File: src/rtl/auto_gain_control.sv
// Closed-loop automatic gain control: measures windowed peak magnitude of the
// filter-chain stream and requests PGA/HGA gain steps to keep peaks in band.
module auto_gain_control #(
  parameter int          WINDOW_LEN  = 4096,
  parameter int          SETTLE_LEN  = 256,
  parameter logic [31:0] HIGH_THRESH = 32'h2000_0000,
  parameter logic [31:0] LOW_THRESH  = 32'h0400_0000,
  parameter logic [31:0] CLIP_THRESH = 32'h7000_0000,
  parameter int          GAIN_MIN    = -16,
  parameter int          GAIN_MAX    = 44,
  parameter int          GAIN_STEP   = 4,
  parameter int          INIT_GAIN   = 0
) (
  input  logic        clk,
  input  logic        rst,
  input  logic        en_i,
  input  logic [31:0] data_i,
  input  logic        valid_i,
  input  logic        afe_busy_i,
  output logic [7:0]  gain_dB_o,
  output logic        set_gain_o,
  output logic [31:0] peak_o,
  output logic        locked_o
);

  // Handshakes: valid_i qualifies data_i for exactly the cycle it is high and
  // there is no backpressure; set_gain_o is a one-cycle strobe with gain_dB_o
  // stable, and afe_busy_i holds the loop in WAIT_BUSY until the AFE is done.
  typedef enum logic [2:0] {
    ST_REQUEST,
    ST_WAIT_BUSY,
    ST_SETTLE,
    ST_MEASURE,
    ST_DECIDE,
    ST_HOLD
  } state_t;

  localparam int CNT_MAX = (WINDOW_LEN > SETTLE_LEN) ? WINDOW_LEN : SETTLE_LEN;
  localparam int CNT_W   = $clog2(CNT_MAX + 1);

  localparam logic [CNT_W-1:0]  WIN_LAST = CNT_W'(WINDOW_LEN - 1);
  localparam logic [CNT_W-1:0]  SET_LAST = CNT_W'(SETTLE_LEN - 1);
  localparam logic signed [8:0] MIN9     = 9'(GAIN_MIN);
  localparam logic signed [8:0] MAX9     = 9'(GAIN_MAX);
  localparam logic signed [8:0] STEP9    = 9'(GAIN_STEP);
  localparam logic [7:0]        INIT8    = 8'(INIT_GAIN);

  state_t            state_q, state_n;
  logic [CNT_W-1:0]  cnt_q, cnt_n;
  logic [31:0]       peak_acc_q, peak_acc_n;
  logic              clip_q, clip_n;
  logic [7:0]        gain_q, gain_n;
  logic [31:0]       peak_n;
  logic              locked_n;

  logic [31:0]       mag;
  logic [31:0]       peak_max;
  logic signed [8:0] gain9, dec9, inc9;
  logic [7:0]        gain_dn, gain_up;
  logic              at_min, at_max;
  logic              in_band;

  // The most negative input has no positive twin and saturates.
  always_comb begin
    mag = data_i;
    if (data_i[31]) begin
      if (data_i == 32'h8000_0000) begin
        mag = 32'h7FFF_FFFF;
      end else begin
        mag = ~data_i + 32'd1;
      end
    end
  end

  always_comb begin
    gain9    = signed'({gain_q[7], gain_q});
    dec9     = gain9 - STEP9;
    inc9     = gain9 + STEP9;
    gain_dn  = (dec9 < MIN9) ? 8'(MIN9) : dec9[7:0];
    gain_up  = (inc9 > MAX9) ? 8'(MAX9) : inc9[7:0];
    at_min   = (gain9 <= MIN9);
    at_max   = (gain9 >= MAX9);
    peak_max = (mag > peak_acc_q) ? mag : peak_acc_q;
    in_band  = (peak_acc_q >= LOW_THRESH) && (peak_acc_q <= HIGH_THRESH);
  end

  always_comb begin
    state_n    = state_q;
    cnt_n      = cnt_q;
    peak_acc_n = peak_acc_q;
    clip_n     = 1'b0;
    gain_n     = gain_q;
    peak_n     = peak_o;
    locked_n   = locked_o;

    case (state_q)
      ST_REQUEST: begin
        state_n = ST_WAIT_BUSY;
      end

      ST_WAIT_BUSY: begin
        if (!afe_busy_i) begin
          cnt_n   = '0;
          state_n = en_i ? ST_SETTLE : ST_HOLD;
        end
      end

      ST_SETTLE: begin
        if (!en_i) begin
          state_n = ST_HOLD;
        end else if (valid_i) begin
          if (cnt_q == SET_LAST) begin
            cnt_n      = '0;
            peak_acc_n = '0;
            state_n    = ST_MEASURE;
          end else begin
            cnt_n = cnt_q + 1'b1;
          end
        end
      end

      ST_MEASURE: begin
        if (!en_i) begin
          state_n = ST_HOLD;
        end else if (valid_i) begin
          cnt_n      = cnt_q + 1'b1;
          peak_acc_n = peak_max;
          if ((mag >= CLIP_THRESH) && !at_min) begin
            clip_n     = 1'b1;
            peak_acc_n = mag;
            state_n    = ST_DECIDE;
          end else if (cnt_q == WIN_LAST) begin
            state_n = ST_DECIDE;
          end
        end
      end

      // One-cycle decision stage; a strobe landing here is not part of any window.
      ST_DECIDE: begin
        peak_n = peak_acc_q;
        if (clip_q) begin
          gain_n   = gain_dn;
          locked_n = 1'b0;
          state_n  = ST_REQUEST;
        end else if ((peak_acc_q > HIGH_THRESH) && !at_min) begin
          gain_n   = gain_dn;
          locked_n = 1'b0;
          state_n  = ST_REQUEST;
        end else if ((peak_acc_q < LOW_THRESH) && !at_max) begin
          gain_n   = gain_up;
          locked_n = 1'b0;
          state_n  = ST_REQUEST;
        end else begin
          locked_n   = in_band;
          cnt_n      = '0;
          peak_acc_n = '0;
          state_n    = ST_MEASURE;
        end
      end

      ST_HOLD: begin
        if (en_i) begin
          cnt_n   = '0;
          state_n = ST_SETTLE;
        end
      end

      default: begin
        state_n = ST_REQUEST;
      end
    endcase
  end

  always_ff @(posedge clk) begin
    if (rst) begin
      state_q    <= ST_REQUEST;
      cnt_q      <= '0;
      peak_acc_q <= '0;
      clip_q     <= 1'b0;
      gain_q     <= INIT8;
      peak_o     <= '0;
      locked_o   <= 1'b0;
    end else begin
      state_q    <= state_n;
      cnt_q      <= cnt_n;
      peak_acc_q <= peak_acc_n;
      clip_q     <= clip_n;
      gain_q     <= gain_n;
      peak_o     <= peak_n;
      locked_o   <= locked_n;
    end
  end

  assign gain_dB_o  = gain_q;
  assign set_gain_o = (state_q == ST_REQUEST) && !rst;

endmodule
File: config.mk
export PLATFORM = sky130hd
export DESIGN_NAME = auto_gain_control
export DESIGN_NICKNAME = d
export VERILOG_FILES = /design/src/rtl/auto_gain_control.sv
export SDC_FILE = /design/constraint.sdc
export NUM_CORES = 1
export LEC_CHECK = 0
export ABC_AREA = 1
export BUFFER_PORTS_ARGS = -buffer_cell sky130_fd_sc_hd__buf_2
export CAP_MARGIN = 15
export CORE_ASPECT_RATIO = 0.9
export CORE_UTILIZATION = 57
export DETAILED_ROUTE_END_ITERATION = 6
export PLACE_DENSITY = 0.81
export SLEW_MARGIN = 40
export SYNTH_ARGS = -nofsm -noshare
export SYNTH_HDL_FRONTEND = slang
export SYNTH_SLANG_ARGS = --single-unit
File: constraint.sdc
create_clock -name clk -period 3.7 [get_ports clk]
set_clock_uncertainty 0.1 [all_clocks]
set_input_delay 0.37 -clock clk [delete_from_list [all_inputs] [get_ports clk]]
set_output_delay 0.37 -clock clk [all_outputs]
set_load 0.03 [all_outputs]
Yosys cells after proc, flatten, opt, wreduce, memory -nomap -nowiden
Cells that the tools add are included.

Output and inout bits: 42. Register bits after elaboration: 90.

Multiplexer cells: 47. Bitwise operators: 4. Reduce and logical (&&, ||, !) cells: 17. Add/sub/neg operators: 4. Magnitude comparators: 10. Equal/unequal tests: 23.

Operators by type and width (count): $mux 32 (12); $mux 13 (10); $pmux 32 s3 (1); $pmux 13 s5 (1); $mux 8 (5); $add 32x1->32 const B (1); $eq 32x32->1 const B (1); $ge 32x27->1 const B (1); $ge 32x31->1 const B (1); $gt 32x30->1 const B (1); $gt 32x32->1 (1); $le 32x30->1 const B (1); $lt 32x27->1 const B (1); $not 32->32 (1); $mux 3 (10); $ne 2x2->1 const B (10); $reduce_and 10->1 (2); $pmux 3 s6 (1); $add 13x1->13 const B (1); $eq 13x12->1 const B (1); $eq 13x8->1 const B (1); $ne 3x3->1 const B (4); $add 8x4->9 const B (1); $gt 9x7->1 const B (1); other kinds (19) (35).

Depth between registers and ports, before layout
Depth after elaboration: 10. Mapped depth: 27. Mapped depth without buffers: 26.

Worst setup path after synthesis
Ideal clock, no wire load.

Kind: input -> register. Start point: input port data_i[0]. End point: register peak_acc_q[14]. Setup time: 0.064 ns. Path buffers: 2. Path slack: 0.531 ns. Data arrival time: 3.005 ns. Cell stages on the path: 19. Cell sequence: inv_1 ha_1 nand2_1 nor2_2 nand2_1 inv_2 nand4_4 clkbuf_1 nand3_1 ha_1 nand4_1 nor4_1 nand3_1 a21oi_1 nand2_2 nand2_2 buf_2 nor2_1 nor2_1.

Word-level cells in the longest chain between the ends: 10.

Ends and longest elaborated chain: from (decl) (RTL line 17) `input logic [31:0] data_i,`; $not 32->32 (RTL line 70) `mag = ~data_i + 32'd1;`; $add 32x1->32 (RTL line 70); $mux 32 (RTL line 67) `if (data_i == 32'h8000_0000) begin`; $mux 32 (*) (RTL line 66) `if (data_i[31]) begin`; $ge 32x31->1 (RTL line 128) `if ((mag >= CLIP_THRESH) && !at_min) begin`; $logic_and 1x1->1 (RTL line 128); $mux 32 (RTL line 128); $mux 32 (RTL line 125) `end else if (valid_i) begin`; $mux 32 (RTL line 123) `if (!en_i) begin`; $pmux 32 s3 (RTL line 96) `case (state_q)`; to (signal assigned) (RTL line 186) `peak_acc_q <= peak_acc_n;`; to (decl) (RTL line 50) `logic [31:0] peak_acc_q, peak_acc_n;`.

Mark *: on every way between the ends. The rest lies on a longest branch, timed or not. The select of a mux whose other input is x is not followed. A chain may end at the register's enable or synchronous reset.

Worst setup path after layout
Start point: input port data_i[0]. End point: register peak_acc_q[7].

Same word-level chain as after synthesis.

==> out/qor.csv <==
stage;metric;value;unit
logic_synthesis;async_flop_share;0;
logic_synthesis;syn_area_per_cell;6.297;um2
place;hpwl;12160;um
detailed_routing;dr.pass1.iters;7;
timing;fin_crit_sh;0.9142;
cells_and_area;drive_gt1_frac;0.1274;
global_routing;overflow;0;
logic_synthesis;syn-cell-area;6215;um2
global_routing;grtUsageTotal;0.2948;
cells_and_area;multiInputGateArea;3830;um2
worst_setup_path;startpoint_type;input port;
place;io_buffers;78;
logic_synthesis;mappedNetlistNets;1062;
timing;slew_headroom;0.4625;
cells_and_area;n_fill_cell;984;
logic_synthesis;synth_edf_count;0;
cells_and_area;areaGrowthSynthToFinish;14.29;%
timing;worst_slew_pin_slew;0.8053;ns
detailed_routing;via_per_inst;5.553;
logic_synthesis;synth_seq_area_share;0.2899;
worst_setup_path;cp_max_fo;23;
timing;fin_crit;3.383;ns
global_routing;grt_pass1_vias;5852;
die;boundaryPins;79;
logic_synthesis;synth_top_area_frac;0.2899;
cts;cts_hold_buf;0;
outcome;failed_checks;DRC;
power_and_ir_drop;power.leakage;3.415;nW
timing;slew_viol_final;0;
cts;clock_latency;0.34;ns
worst_setup_path;criticalPathCategory;in2reg;
global_routing;grt_pass1_wl;27190;um
place;place_ws;0.02312;ns
cts;postCtsSetupBuffers;0;
logic_synthesis;synth_area_leaders;dfxtp_1 (29%), nand2_1 (13%), a21oi_1 (8.3%), nor2_1 (7.7%), ha_1 (7.7%);
detailed_routing;ant_nets;0;
logic_synthesis;yosys_warnings;0;
global_routing;grt_busiest_layer;met2;
cts;cts_resized;0;
detailed_routing;drc_errors;3;
timing;setup_slack;0.3174;ns
timing;setup_viol_count_final;0;
logic_synthesis;postSynthCellCount;987;
die;chipWidth;112.1;um
timing;hold_violations;0;
min_path;hold_path.class;in2reg;
die;initial_utilization;0.5963;
detailed_routing;drt_iter0_markers;407;
cts;cts.sinks;90;
cts;htreeDepth;3;
die;fp.dieH;101.1;um
logic_synthesis;yosysTopAreaCell;dfxtp_1;
logic_synthesis;synthFlopType;dfxtp_1;
die;dieArea;11330;um2
outcome;status;finished, violations left;
timing;setup-tns-final;0;ns
detailed_routing;routedWlPerCell;13.70;um
cells_and_area;nNetsFinal;1130;
timing;max_clock_freq;295.6;MHz
detailed_routing;wl;16290;um
detailed_routing;vias;6602;
timing;rsz0062_at_grt;false;
die;row_count;35;
worst_setup_path;cp.required;3.84;ns
cts;cts_buffers;9;
cts;cts_max_path_buffers;2;
die;core;10420;um2
cts;clk_pin_slew;0.06;ns
cells_and_area;register_area;1802;um2
global_routing;met3_usage;0.04450;
global_routing;grt_max_degree;47;
power_and_ir_drop;peakVddDrop;0.0005249;V
cts;cts_tree;yes;
worst_setup_path;cp.arrival;3.52;ns
logic_synthesis;synth_cell_type_count;40;
global_routing;met2_usage;0.4926;
power_and_ir_drop;p_per_area;816.0;nW/um2
cts;clock-root-buffer;clkbuf_16;
cells_and_area;antenna_cells;0;
place;gp_congestion;0.9540;
global_routing;grt.met1_usage;0.3949;
flow_run;maxCapViolations;0;
logic_synthesis;ys_ff_latch;90;
worst_setup_path;end_kind;flop;
global_routing;antenna_found_initial;0;
## cell usage after synthesis (all sizes together), types with 2 or more instances
| cell type | n |
|---|---|
| a21oi | 103 |
| a22oi | 2 |
| a31oi | 4 |
| buf | 10 |
| clkbuf | 30 |
| dfxtp | 90 |
| ha | 38 |
| inv | 115 |
| nand2 | 215 |
| nand3 | 82 |
| nand3b | 7 |
| nand4 | 16 |
| nor2 | 132 |
| nor3 | 18 |
| nor4 | 8 |
| o2111a | 2 |
| o211ai | 3 |
| o21ai | 73 |
| o21bai | 2 |
| o31ai | 4 |
| or2 | 6 |
| xnor2 | 8 |
| xor2 | 12 |
## through the flow
stage	utilization	power [W]	std cells	hold WS [ns]	area, um2
2_1_floorplan	-	0.003957	987	0.3391	6215
3_3_place_gp	0.6502	0.004718	1173	0.3460	6777
3_5_place_dp	0.6502	0.004779	1173	0.3481	6777
4_1_cts	0.6806	0.005762	1189	0.2435	7093
5_1_grt	0.6815	0.006291	1189	0.2494	7103
6_report	0.6815	0.005796	1189	0.2513	7103
## final cells by class
class,instances,share of cell area
flip-flops and latches,90,0.2537
inverters,115,0.06130
well taps,129,0.02272
multi-input cells,742,0.5392
clock buffers,13,0.03805
clock inverters,3,0.006518
repair buffers,97,0.07856
## per-layer routing
metal,part of all wire,up-vias
met3,0.054,26
met2,0.46,218
met5,0,-
li1,-,3385
met1,0.47,2973
met4,0.017,0
## layout by cell type (no fill, tap or decap), types with 4 or more instances in the layout
master,count
dfxtp_1,90
nor2_2,4
nor4_1,7
nand3_1,80
xor2_1,12
nand4_1,15
ha_1,38
xnor2_1,8
nand3b_1,7
inv_1,111
a31oi_1,4
buf_2,78
clkbuf_16,9
buf_4,17
o31ai_1,4
a21oi_1,103
or2_2,5
nand2_1,213
nor2_1,127
nor3_1,17
o21ai_0,72
## worst max-delay path, stage by stage
cell and delay (ns):
buf_2 0.11, inv_1 0.07, ha_1 0.21, nand2_1 0.15, nor2_2 0.10, nand2_1 0.11
inv_2 0.07, nand4_4 0.08, clkinvlp_4 0.20, o31ai_1 0.27, inv_1 0.10, ha_1 0.31
nand2_1 0.05, nor3_1 0.40, nand3_1 0.13, a21oi_1 0.19, nand2_2 0.12, nand2_2 0.11
buf_12 0.17, nand2_1 0.07, nand2_1 0.06, nor2_1 0.05
## final timing paths
kind	from	endpoint	cells past startpoint	slack (ns)
setup / recovery	data_i[0]	peak_acc_q[7]	22	0.32
hold / removal	valid_i	clip_q	3	0.25
setup reg to reg	peak_acc_q[5]	peak_acc_q[16]	13	0.73
hold reg to reg	gain_dB_o[1]	gain_dB_o[1]	2	0.36
## sequential cells by signal, indices dropped and copies added, names as in the netlist
name and count:
peak_acc_q 32, peak_o 32, gain_dB_o 8, locked_o 1, state_q 3, cnt_q 13, clip_q 1
## where the power goes
part / internal [W] / total (W) / switching [W]
clock: 0.000581 / 0.000963 / 0.000383
combinational: 0.00110 / 0.00331 / 0.00221
sequential: 0.00130 / 0.00153 / 0.000227
total: 0.00298 / 0.00580 / 0.00282
## kinds of logic after synthesis
group | synth area share
simple gates | 0.3396
compound gates | 0.1697
buf+inv | 0.09604
flops | 0.2899
fa+ha+maj | 0.07651
xor+xnor | 0.02819
No activity file was read; power rests on OpenSTA's default activity.
